--- config.mk ---
export PLATFORM = sky130hd
export DESIGN_NAME = multicycle_control
export DESIGN_NICKNAME = d
export VERILOG_FILES = /design/src/rtl/multicycle_control.sv
export SDC_FILE = /design/constraint.sdc
export NUM_CORES = 1
export LEC_CHECK = 0
export BUFFER_PORTS_ARGS = -buffer_cell sky130_fd_sc_hd__buf_2
export CAP_MARGIN = 20
export CORE_MARGIN = 5
export CORE_UTILIZATION = 40
export DETAILED_ROUTE_END_ITERATION = 8
export PLACE_DENSITY = 0.73
export SETUP_SLACK_MARGIN = 0.1
export SLEW_MARGIN = 20
export SYNTH_ARGS = -nofsm -noshare
export SYNTH_HDL_FRONTEND = slang
export SYNTH_SLANG_ARGS = --single-unit
--- constraint.sdc ---
create_clock -name clk -period 2.3 [get_ports clk]
set_input_delay 0.46 -clock clk [delete_from_list [all_inputs] [get_ports clk]]
set_output_delay 0.46 -clock clk [all_outputs]
set_load 0.02 [all_outputs]
--- src/rtl/multicycle_control.sv ---
// multicycle_control
// Main control FSM for the multi-cycle RV32I datapath. It sequences the
// fetch, decode, execute, memory and write-back steps, and runs the req/ack
// handshake with the unified instruction/data memory. It also counts retired
// instructions and halts on ECALL, an illegal opcode or a memory timeout.
// Control outputs are decoded combinationally from the state and opcode, so
// they are valid in the same cycle as the state they belong to.
module multicycle_control #(
  parameter int unsigned CNT_WIDTH = 32,
  parameter int unsigned TIMEOUT   = 255
) (
  input  logic                 clk,
  input  logic                 rstn,
  input  logic [6:0]           opcode,
  input  logic                 alu_bcond,
  input  logic                 mem_ack,
  output logic                 mem_req,
  output logic                 mem_we,
  output logic                 i_or_d,
  output logic                 ir_write,
  output logic                 pc_write,
  output logic                 pc_src,
  output logic                 alu_src_a,
  output logic [1:0]           alu_src_b,
  output logic [1:0]           alu_op,
  output logic                 reg_write,
  output logic                 mem_to_reg,
  output logic                 halted,
  output logic [1:0]           err,
  output logic [CNT_WIDTH-1:0] instr_count
);

  // The wait counter only has to reach TIMEOUT-1 before the timeout fires,
  // so $clog2(TIMEOUT) bits are enough.
  localparam int unsigned WAIT_W = (TIMEOUT > 1) ? $clog2(TIMEOUT) : 1;
  localparam logic [WAIT_W-1:0] WAIT_LAST =
    WAIT_W'((TIMEOUT == 0) ? 0 : TIMEOUT - 1);
  localparam bit TIMEOUT_EN = (TIMEOUT != 0);

  typedef enum logic [2:0] {
    S_IF   = 3'd0,
    S_ID   = 3'd1,
    S_EX   = 3'd2,
    S_MEM  = 3'd3,
    S_WB   = 3'd4,
    S_HALT = 3'd5
  } state_t;

  typedef enum logic [1:0] {
    ERR_NONE    = 2'b00,
    ERR_ILLEGAL = 2'b01,
    ERR_TIMEOUT = 2'b10
  } err_t;

  typedef enum logic [6:0] {
    OP_R      = 7'b0110011,
    OP_I      = 7'b0010011,
    OP_LOAD   = 7'b0000011,
    OP_STORE  = 7'b0100011,
    OP_BRANCH = 7'b1100011,
    OP_ECALL  = 7'b1110011
  } opcode_t;

  state_t                r_state;
  err_t                  r_err;
  logic [WAIT_W-1:0]     r_wait;
  logic [CNT_WIDTH-1:0]  r_count;

  logic w_is_r;
  logic w_is_i;
  logic w_is_ld;
  logic w_is_st;
  logic w_is_br;
  logic w_is_ecall;
  logic w_legal;
  logic w_mem_phase;
  logic w_mem_wait;
  logic w_timeout;
  logic w_retire;

  // Opcode decode from the instruction register.
  always_comb begin
    w_is_r     = (opcode == OP_R);
    w_is_i     = (opcode == OP_I);
    w_is_ld    = (opcode == OP_LOAD);
    w_is_st    = (opcode == OP_STORE);
    w_is_br    = (opcode == OP_BRANCH);
    w_is_ecall = (opcode == OP_ECALL);
    w_legal    = w_is_r | w_is_i | w_is_ld | w_is_st | w_is_br | w_is_ecall;
  end

  // Handshake status, timeout detection and retirement strobe.
  always_comb begin
    w_mem_phase = (r_state == S_IF) || (r_state == S_MEM);
    w_mem_wait  = w_mem_phase && !mem_ack;
    // An ack in the cycle the counter hits its limit wins: w_mem_wait is 0.
    w_timeout   = TIMEOUT_EN && w_mem_wait && (r_wait == WAIT_LAST);
    w_retire    = ((r_state == S_EX)  && w_is_br) ||
                  ((r_state == S_MEM) && mem_ack && w_is_st) ||
                  (r_state == S_WB);
  end

  // Main sequencing FSM with the sticky halt error code.
  always_ff @(posedge clk or negedge rstn) begin
    if (!rstn) begin
      r_state <= S_IF;
      r_err   <= ERR_NONE;
    end else if (w_timeout) begin
      r_state <= S_HALT;
      r_err   <= ERR_TIMEOUT;
    end else begin
      case (r_state)
        S_IF: begin
          if (mem_ack) begin
            r_state <= S_ID;
          end
        end
        S_ID: begin
          if (w_is_ecall) begin
            r_state <= S_HALT;
            r_err   <= ERR_NONE;
          end else if (!w_legal) begin
            r_state <= S_HALT;
            r_err   <= ERR_ILLEGAL;
          end else begin
            r_state <= S_EX;
          end
        end
        S_EX: begin
          if (w_is_ld || w_is_st) begin
            r_state <= S_MEM;
          end else if (w_is_br) begin
            r_state <= S_IF;
          end else begin
            r_state <= S_WB;
          end
        end
        S_MEM: begin
          if (mem_ack) begin
            r_state <= w_is_st ? S_IF : S_WB;
          end
        end
        S_WB: begin
          r_state <= S_IF;
        end
        S_HALT: begin
          r_state <= S_HALT;
        end
        default: begin
          r_state <= S_HALT;
        end
      endcase
    end
  end

  // Memory wait counter: counts unacknowledged request cycles. Clearing it
  // whenever the FSM is not waiting covers entry into IF/MEM and every ack.
  always_ff @(posedge clk or negedge rstn) begin
    if (!rstn) begin
      r_wait <= '0;
    end else if (w_mem_wait && !w_timeout) begin
      r_wait <= r_wait + WAIT_W'(1);
    end else begin
      r_wait <= '0;
    end
  end

  // Retired-instruction counter, wrapping at its width.
  always_ff @(posedge clk or negedge rstn) begin
    if (!rstn) begin
      r_count <= '0;
    end else if (w_retire && !w_timeout) begin
      r_count <= r_count + CNT_WIDTH'(1);
    end
  end

  // Control outputs decoded from the current state and opcode.
  always_comb begin
    mem_req    = 1'b0;
    mem_we     = 1'b0;
    i_or_d     = 1'b0;
    ir_write   = 1'b0;
    pc_write   = 1'b0;
    pc_src     = 1'b0;
    alu_src_a  = 1'b0;
    alu_src_b  = 2'b00;
    alu_op     = 2'b00;
    reg_write  = 1'b0;
    mem_to_reg = 1'b0;
    halted     = 1'b0;
    case (r_state)
      S_IF: begin
        mem_req   = 1'b1;
        alu_src_b = 2'b01;
        if (mem_ack) begin
          ir_write = 1'b1;
          pc_write = 1'b1;
        end
      end
      S_ID: begin
        // PC + imm goes to ALUOut as the speculative branch target.
        alu_src_b = 2'b10;
      end
      S_EX: begin
        alu_src_a = 1'b1;
        if (w_is_r) begin
          alu_src_b = 2'b00;
          alu_op    = 2'b10;
        end else if (w_is_i) begin
          alu_src_b = 2'b10;
          alu_op    = 2'b11;
        end else if (w_is_ld || w_is_st) begin
          alu_src_b = 2'b10;
          alu_op    = 2'b00;
        end else if (w_is_br) begin
          alu_src_b = 2'b00;
          alu_op    = 2'b01;
          pc_write  = alu_bcond;
          pc_src    = 1'b1;
        end
      end
      S_MEM: begin
        mem_req = 1'b1;
        i_or_d  = 1'b1;
        mem_we  = w_is_st;
      end
      S_WB: begin
        reg_write  = 1'b1;
        mem_to_reg = w_is_ld;
      end
      S_HALT: begin
        halted = 1'b1;
      end
      default: begin
      end
    endcase
  end

  assign err         = r_err;
  assign instr_count = r_count;

endmodule
== Word level (Yosys, flattened, before mapping) ==
Cells that the tools add are included.

* Bits of input ports: 11
* Bits in registers: 45

* Reduce and logical (&&, ||, !) cells: 18
* Eq/ne operators: 15
* Add/subtract/negate cells: 2
* Mux-type cells: 42
* Bitwise logic cells: 5

{| class="wikitable"
|+ Operator list
! operator !! count
|-
| 32-bit by 1-bit adder with 32-bit output (second input constant) || 1
|-
| 3-bit 2-to-1 mux || 8
|-
| 1-bit 2-to-1 mux || 20
|-
| 2-bit 2-to-1 mux || 10
|-
| 3-bit case mux with 5 select lines || 1
|-
| 7-bit by 6-bit equality test with 1-bit output (second input constant) || 2
|-
| 7-bit equality test (second input constant) || 2
|-
| 8-bit by 1-bit adder with 8-bit output (second input constant) || 1
|-
| 8-bit equality test (second input constant) || 1
|-
| 8-bit 2-to-1 mux || 1
|-
| 7-bit by 2-bit equality test with 1-bit output (second input constant) || 1
|-
| 7-bit by 5-bit equality test with 1-bit output (second input constant) || 1
|-
| 1-bit logical AND || 7
|-
| 3-bit by 2-bit equality test with 1-bit output (second input constant) || 2
|-
| 3-bit equality test (second input constant) || 2
|-
| 3-bit != test (second input constant) || 2
|-
| 2-bit case mux with 3 select lines || 1
|-
| 1-bit OR || 5
|-
| 1-bit logical OR || 4
|-
| 2-bit AND reduction || 2
|-
| 3-bit by 1-bit equality test with 1-bit output (second input constant) || 1
|-
| 3-bit zero test || 1
|-
| 3-bit by 2-bit != test with 1-bit output (second input constant) || 1
|-
| 1-bit zero test || 2
|-
| other kinds (3) || 3
|}

== Longest topological paths before layout ==
Gate-level depths: netlist of the first run.

* Word-level depth: 10
* Depth in mapped cells: 8

== Least setup slack after synthesis of the first run ==
Ideal clock, no wire load.

* Kind: input to output
* Start: input opcode[2]
* End: output alu_op[0]
* Arrival time: 1.915 ns
* Cell stages on the path: 3
* Slack: -0.075 ns
* Cell sequence: nand4bb_1 > buf_2 > a2111oi_0

* Word-level cells in the longest chain between the ends: 6
* Elaborated cells on any way between the ends: 11
* Those cells by class: 5 x eq/ne; 5 x mux; 1 x reduce/logical

{| class="wikitable"
|+ Ends and longest elaborated chain
! element !! line !! RTL
|-
| start: declaration || 14 || <nowiki>input logic [6:0] opcode,</nowiki>
|-
| 7-bit equality test (tied with other cells) || 87 || <nowiki>w_is_br = (opcode == OP_BRANCH);</nowiki>
|-
| 1-bit 2-to-1 mux or 1-bit logical OR (tied branches) || 215, 212 ||
|-
| 1-bit 2-to-1 mux || 212 || <nowiki>end else if (w_is_ld || w_is_st) begin</nowiki>
|-
| 2-bit 2-to-1 mux || 209 || <nowiki>end else if (w_is_i) begin</nowiki>
|-
| 2-bit 2-to-1 mux (*) || 206 || <nowiki>if (w_is_r) begin</nowiki>
|-
| 2-bit 2-to-1 mux (*) || 191 || <nowiki>case (r_state)</nowiki>
|-
| end: declaration || 25 || <nowiki>output logic [1:0] alu_op,</nowiki>
|}

Mark *: on every way between the ends. The rest lies on a longest branch, timed or not.

== Worst setup path after layout of the first run ==
* Start: input opcode[2]
* End: output alu_src_b[1]

* Word-level cells in the longest chain between the ends: 6
* Elaborated cells on any way between the ends: 9
* Those cells by class: 4 x eq/ne; 4 x mux; 1 x reduce/logical

{| class="wikitable"
|+ Ends and longest elaborated chain
! element !! line !! RTL
|-
| 7-bit by 2-bit equality test with 1-bit output or 7-bit by 6-bit equality test with 1-bit output (tied branches) || 85, 86 ||
|-
| 1-bit logical OR || 212 ||
|-
| 2-bit 2-to-1 mux || 212 ||
|-
| 2-bit 2-to-1 mux || 209 ||
|-
| 2-bit 2-to-1 mux (*) || 206 ||
|-
| 2-bit case mux with 3 select lines (*) || 191 ||
|-
| end: declaration || 24 || <nowiki>output logic [1:0] alu_src_b,</nowiki>
|}

Marked as above.

==> flow_summary.json, run 1 <==
{
  "clock_latency_ns": 0.30,
  "ant_nets": 0,
  "cts.clk_slew.worst_paths_ns": 0.09,
  "peakVddDrop_v": 0.000276,
  "coreArea_mm2": 0.00592,
  "hold_class": "in2async",
  "critical_path.endpoint_type": "primary output",
  "die_area_mm2": 0.00771,
  "synth_fp_nets": 253,
  "critical_path_peak_fanout": 6,
  "outcome": "complete, no violations",
  "synth_commonest_cells": "45 x sky130_fd_sc_hd__dfrtp_1, 29 x sky130_fd_sc_hd__xnor2_1, 20 x sky130_fd_sc_hd__nor2_1",
  "critical-path-top-delay-family": "simple AND/OR/NAND/NOR gates",
  "setup-tns-final_ns": 0,
  "drt_iter0_markers": 68,
  "n_antenna_cell": 0,
  "critical_path.max_stage_delay_ns": 0.35,
  "setup_slack_ns": 0.204,
  "syn-mean-instance-area_um2": 10.1,
  "synth_seq_cells": 45,
  "synth_warnings": 0,
  "cp_data_arrival_time_ns": 1.64,
  "layout-area-overhead-vs-synth_pct": 19.3,
  "timing.max_slew.rel_slack": 0.629,
  "h-tree-depth": 2,
  "drc_errors": 0,
  "critical_path.n_buffers_inverters": 2,
  "critPathLaunchType": "input port",
  "largest_area_contributor_in_the_synthesized_netlist": "sky130_fd_sc_hd__dfrtp_1",
  "antenna_violations_before_repair": 0,
  "cts_tree": "done",
  "timing.max_cap.violations": 0,
  "critical_path_cell_by_cell": "buf_2 > nand4bb_1 > or2_2 > a211o_1 > a21oi_2 > buf_2",
  "grt_pass1_wl_mm": 8.67,
  "critPathMostFrequentCell": "sky130_fd_sc_hd__buf_2",
  "routed_via_density": 5.12,
  "fraction_of_registers_with_async_set_reset": 1.00,
  "finalSetupViolCount": 0,
  "finish.instance_area_mm2": 0.00289,
  "die_width_um": 87.8,
  "timing.final.crit_share": 0.911,
  "globalplace.congestion": 0.844,
  "power.static_leakage_nw": 1.37,
  "timing.clock.skew_ns": 0.0103,
  "power.density_mw_per_mm2": 667,
  "pin_count_of_the_biggest_net_entering_global_routing": 46,
  "proportion_of_netlist_area_held_by_the_largest_area_contributor": 0.465,
  "post_route_cells_drive_above_1_share": 0.292,
  "max_clock_buf_depth": 2,
  "cts_sinks": 45,
  "grt_use_total": 0.142,
  "post-route-min-period_ns": 2.10,
  "syn_area_mm2": 0.00242,
  "synth_area_leaders": "sky130_fd_sc_hd__dfrtp_1 47%, sky130_fd_sc_hd__xnor2_1 10%, sky130_fd_sc_hd__nand4_1 4.1%",
  "port_buffers": 58,
  "first_pass_iters": 4,
  "routed-via-count": 1909,
  "timing.final.hold_violations": 0,
  "dp.final_hpwl_mm": 3.78,
  "yosys.cell_count.top_type": "sky130_fd_sc_hd__dfrtp_1",
  "cts_root_buf": "sky130_fd_sc_hd__clkbuf_8",
  "max_freq_mhz": 477,
  "die_height_um": 87.8,
  "worstPathRequired_ns": 1.84,
  "globalRouteOverflowTotal": 0,
  "report.power.total_w": 0.00193,
  "synth-edff-count": 0,
  "cts.repair_timing.setup_buffer_count": 0,
  "preCtsSetupSlack_ns": 0.196,
  "final_max_slew_viol_count": 0,
  "synthDistinctLibCells": 41,
  "routed_wire_length_per_instance_um": 13.9,
  "synth.yosys.seq_area_share": 0.465,
  "cts_buffers": 5,
  "path_class": "in2out",
  "cpMaxStageDelayCell": "sky130_fd_sc_hd__or2_2",
  "finish.net_count": 311,
  "grt_pass1_vias": 1827,
  "rsz0062_at_grt": "no",
  "finalWirelength_mm": 5.17,
  "number_of_rows_in_the_core_area": 28,
  "synth_flop_cell": "sky130_fd_sc_hd__dfrtp_1",
  "pin_count": 59,
  "synth_cells": 239,
  "detailed_place.area_mm2": 0.00280,
  "tightestPinTransition_ns": 0.556,
  "initial_utilization": 0.409
}
path summary, 6_finish.rpt:
| kind | start | slack [ns] | depth (start not counted) | to |
|---|---|---|---|---|
| hold reg to reg | instr_count[29] | 0.49 | 1 | instr_count[29] |
| max in group asynchronous | rstn | 1.67 | 2 | r_state[1] |
| setup reg to reg | r_state[0] | 0.39 | 5 | instr_count[7] |
| setup / recovery | opcode[2] | 0.20 | 6 | alu_src_b[1] |
| min in group clk | instr_count[29] | 0.49 | 1 | instr_count[29] |
| hold / removal | rstn | 0.22 | 2 | instr_count[14] |
final cells by class:
type | instances | area [um^2]
multi-input combinational | 170 | 1180
tap | 75 | 93.8
fill | 563 | 3030
sequential | 45 | 1130
clock buffer | 5 | 68.8
timing repair buffer | 65 | 355
inverter | 10 | 37.5
clock inverter | 3 | 22.5
flip-flops by register name, summed over array words and instances (netlist names):
register / flops
err: 2
r_wait: 8
instr_count: 32
r_state: 3
timing repair:
action                     4_1_cts  5_1_grt
setup endpoints to repair        0        3
resized for setup                0        1
hold endpoints to repair         0        0
hold buffers                     0        0
where the power goes:
| group | switching, W | total, W | leakage [nW] | internal [W] |
|---|---|---|---|---|
| clock | 0.000279 | 0.000494 | 0.0481 | 0.000216 |
| sequential | 0.0000802 | 0.000926 | 0.596 | 0.000846 |
| combinational | 0.000322 | 0.000508 | 0.728 | 0.000186 |
worst register-to-register path: cells and delay by family (launching register included):
| family | cells | cell delay (ns) |
|---|---|---|
| xor+xnor | 1 | 0.17 |
| simple gates | 3 | 0.79 |
| flops | 1 | 0.43 |
| compound gates | 1 | 0.42 |
layer usage:
layer / global-route usage / part of all wire / up-vias
li1: - / - / 954
met1: 0.185 / 0.46 / 908
met2: 0.230 / 0.47 / 40
met3: 0.0329 / 0.053 / 7
met4: 0.0530 / 0.016 / 0
met5: 0 / 0 / -
through the flow:
step                utilization  hold slack [ns]  instances
CTS                       0.488            0.241        373
global route              0.488            0.282        373
finish                    0.488            0.216        373
detailed placement        0.472            0.477        365
floorplan                     -            0.164        239
global placement          0.472            0.474        365
cells by family (layout without fill, tap and decap cells):
logic type | Yosys count | count (layout) | synth area share
compound gates | 21 | 21 | 0.0594
buf+inv | 24 | 83 | 0.0553
mux | 2 | 2 | 0.00827
xor+xnor | 37 | 37 | 0.134
fa+ha+maj | 3 | 3 | 0.0155
simple gates | 107 | 107 | 0.263
flops | 45 | 45 | 0.465
cells in the final DEF, fill, tap and decap left out, types with 3 or more instances in the layout:
cell type and count:
sky130_fd_sc_hd__and3_1 9, sky130_fd_sc_hd__nor4_2 4, sky130_fd_sc_hd__clkbuf_8 5, sky130_fd_sc_hd__nand2b_1 4, sky130_fd_sc_hd__buf_2 58, sky130_fd_sc_hd__dfrtp_1 44
sky130_fd_sc_hd__o21ai_0 4, sky130_fd_sc_hd__nand2_1 13, sky130_fd_sc_hd__nor3_1 5, sky130_fd_sc_hd__nand4_1 16, sky130_fd_sc_hd__ha_1 3, sky130_fd_sc_hd__nor2_1 20
sky130_fd_sc_hd__xor2_1 8, sky130_fd_sc_hd__and4_1 5, sky130_fd_sc_hd__buf_4 6, sky130_fd_sc_hd__a21oi_1 6, sky130_fd_sc_hd__nand3_1 15, sky130_fd_sc_hd__xnor2_1 29
sky130_fd_sc_hd__inv_1 10, sky130_fd_sc_hd__nand3b_1 5
Power figures use the tool's default switching activity.
==> run 2, diff against run 1 <==
Settings changed: CORE_MARGIN 5 to 2, GPL_TIMING_DRIVEN from default to 0, PLACE_DENSITY 0.73 to 0.68.
==> run 2 against run 1 <==
  * Clock power grew 17%
  * Register-to-register slack is essentially flat
  * Flip-flop and latch count is the same
  * Global-route usage grew 2.3 points
  * Critical path type unchanged
  * Critical endpoint unchanged
==> flow_summary.json, run 2 (synthesized netlist as in run 1, its figures left out) <==
{
  "outcome": "complete, no violations",
  "routed-via-count": 1948,
  "critical_path.endpoint_type": "primary output",
  "globalplace.congestion": 0.863,
  "timing.max_cap.violations": 0,
  "number_of_rows_in_the_core_area": 28,
  "ant_nets": 0,
  "rsz0062_at_grt": "no",
  "finalCoreUtilization": 0.499,
  "setup_slack_ns": 0.144,
  "first_pass_iters": 4,
  "critical_path.max_stage_delay_ns": 0.26,
  "port_buffers": 57,
  "timing.final.crit_share": 0.937,
  "finalWirelength_mm": 5.24,
  "post-route-min-period_ns": 2.16,
  "mostFrequentLayoutCell": "sky130_fd_sc_hd__buf_2",
  "cts_root_buf": "sky130_fd_sc_hd__clkbuf_8",
  "worst_setup_path_endpoint": "alu_src_b[1]",
  "coreArea_mm2": 0.00589,
  "path_class": "in2out",
  "grt_use_total": 0.165,
  "fillerInstances": 549,
  "drt_iter0_markers": 118,
  "r2r_setup_slack_ns": 0.39,
  "cpMaxStageDelayCell": "sky130_fd_sc_hd__or2_4",
  "die_area_mm2": 0.00669,
  "h-tree-depth": 2,
  "finalSetupViolCount": 0,
  "dp.final_hpwl_mm": 3.76,
  "timing.clock.skew_ns": 0.0124,
  "timing.final.hold_violations": 0,
  "multiInputGateArea_mm2": 0.00119,
  "pin_count_of_the_biggest_net_entering_global_routing": 46,
  "initial_utilization": 0.411,
  "hold_class": "in2async",
  "r2r-end": "instr_count[28]",
  "worstPathRequired_ns": 1.84,
  "critical_path_cell_by_cell": "buf_2 > nand4bb_1 > buf_6 > or2_4 > a211o_1 > a21oi_2 > buf_4",
  "rr_worst_depth": 6,
  "critical_path_peak_fanout": 9,
  "n_antenna_cell": 0,
  "antenna_violations_before_repair": 0,
  "grt_pass1_wl_mm": 8.54,
  "max_clock_buf_depth": 2,
  "cts.clk_slew.worst_paths_ns": 0.07,
  "drc_errors": 0,
  "tightestPinTransition_ns": 0.574,
  "cp_data_arrival_time_ns": 1.70,
  "regToRegStartpoint": "r_state[0]",
  "seq_area_mm2": 0.00113,
  "globalRouteOverflowTotal": 0,
  "final_max_slew_viol_count": 0,
  "power.density_mw_per_mm2": 701,
  "layout-area-overhead-vs-synth_pct": 21.3,
  "finalHoldWorstSlack_ns": 0.155,
  "mostFrequentLayoutCells": "56 x sky130_fd_sc_hd__buf_2, 45 x sky130_fd_sc_hd__dfrtp_1, 29 x sky130_fd_sc_hd__xnor2_1",
  "die_height_um": 81.8,
  "cts-hold-fix-buffers": 0,
  "critPathLaunchType": "input port",
  "grt_pass1_vias": 1824,
  "peakVddDrop_v": 0.000327,
  "die_width_um": 81.8,
  "finish.net_count": 316,
  "clock_latency_ns": 0.30,
  "timing.max_slew.rel_slack": 0.617,
  "post_route_cells_drive_above_1_share": 0.291,
  "largest_register_ffs": 32,
  "cts.repair_timing.setup_buffer_count": 0,
  "pin_count": 59,
  "cts_buffers": 5,
  "max_freq_mhz": 464,
  "cts_sinks": 45,
  "routed_via_density": 5.17,
  "source_of_the_critical_timing_path": "opcode[2]",
  "routed_wire_length_per_instance_um": 13.9,
  "preCtsSetupSlack_ns": -0.0749,
  "power.static_leakage_nw": 1.40,
  "cts_tree": "done"
}
==> run 2: layer usage <==
metal / up-vias / GRT usage / share of wire
met5: - / 0 / 0
met4: 0 / 0.0683 / 0.017
met3: 8 / 0.0297 / 0.054
met2: 51 / 0.256 / 0.46
met1: 933 / 0.229 / 0.46
li1: 956 / - / -
==> run 2: area by class of cell <==
class	instances	area share
plain buffers	13	0.0341
clock buffers	5	0.0234
clock inverters	2	0.0119
inverters	10	0.0128
multi-input cells	170	0.404
flip-flops and latches	45	0.383
well taps	75	0.0319
repair buffers	57	0.0988
==> run 2: critical path: cells and delay by family <==
kind                   cells  cell delay, ns
AOI/OAI and AO/OA          2            0.38
and+or+nand+nor            2            0.45
buffers and inverters      3            0.40
==> run 2: metrics by stage <==
step	total power (W)	instance area, um^2	setup TNS [ns]	instances
after detailed placement	0.00151	2820	-0.0749	371
after CTS	0.00208	2930	0	377
after floorplan	0.00132	2440	0	239
after global placement	0.00150	2820	-0.0737	371
final	0.00206	2940	0	377
after global routing	0.00217	2940	0	377
==> run 2: worst min-delay path by stage <==
stage / start / endpoint / slack, ns / cells past startpoint
2_1_floorplan: rstn / err[0] / 0.16 / 0
5_1_grt: rstn / instr_count[21] / 0.21 / 1
4_1_cts: rstn / instr_count[21] / 0.38 / 1
6_report: rstn / r_wait[4] / 0.16 / 1
3_3_place_gp: instr_count[6] / instr_count[6] / 0.48 / 1
3_5_place_dp: instr_count[6] / instr_count[6] / 0.48 / 1
==> run 2: repair_timing <==
action | in CTS | in global routing
endpoints found under the setup margin | 2 | 2
cloned | 0 | 0
gates resized for setup | 1 | 6
==> run 2: where the power goes <==
group / internal (W) / leakage (nW) / switching (W)
Combinational: 0.000220 / 0.751 / 0.000347
Clock: 0.000316 / 0.0540 / 0.000260
Sequential: 0.000846 / 0.597 / 0.0000717
Total: 0.00138 / 1.40 / 0.000679
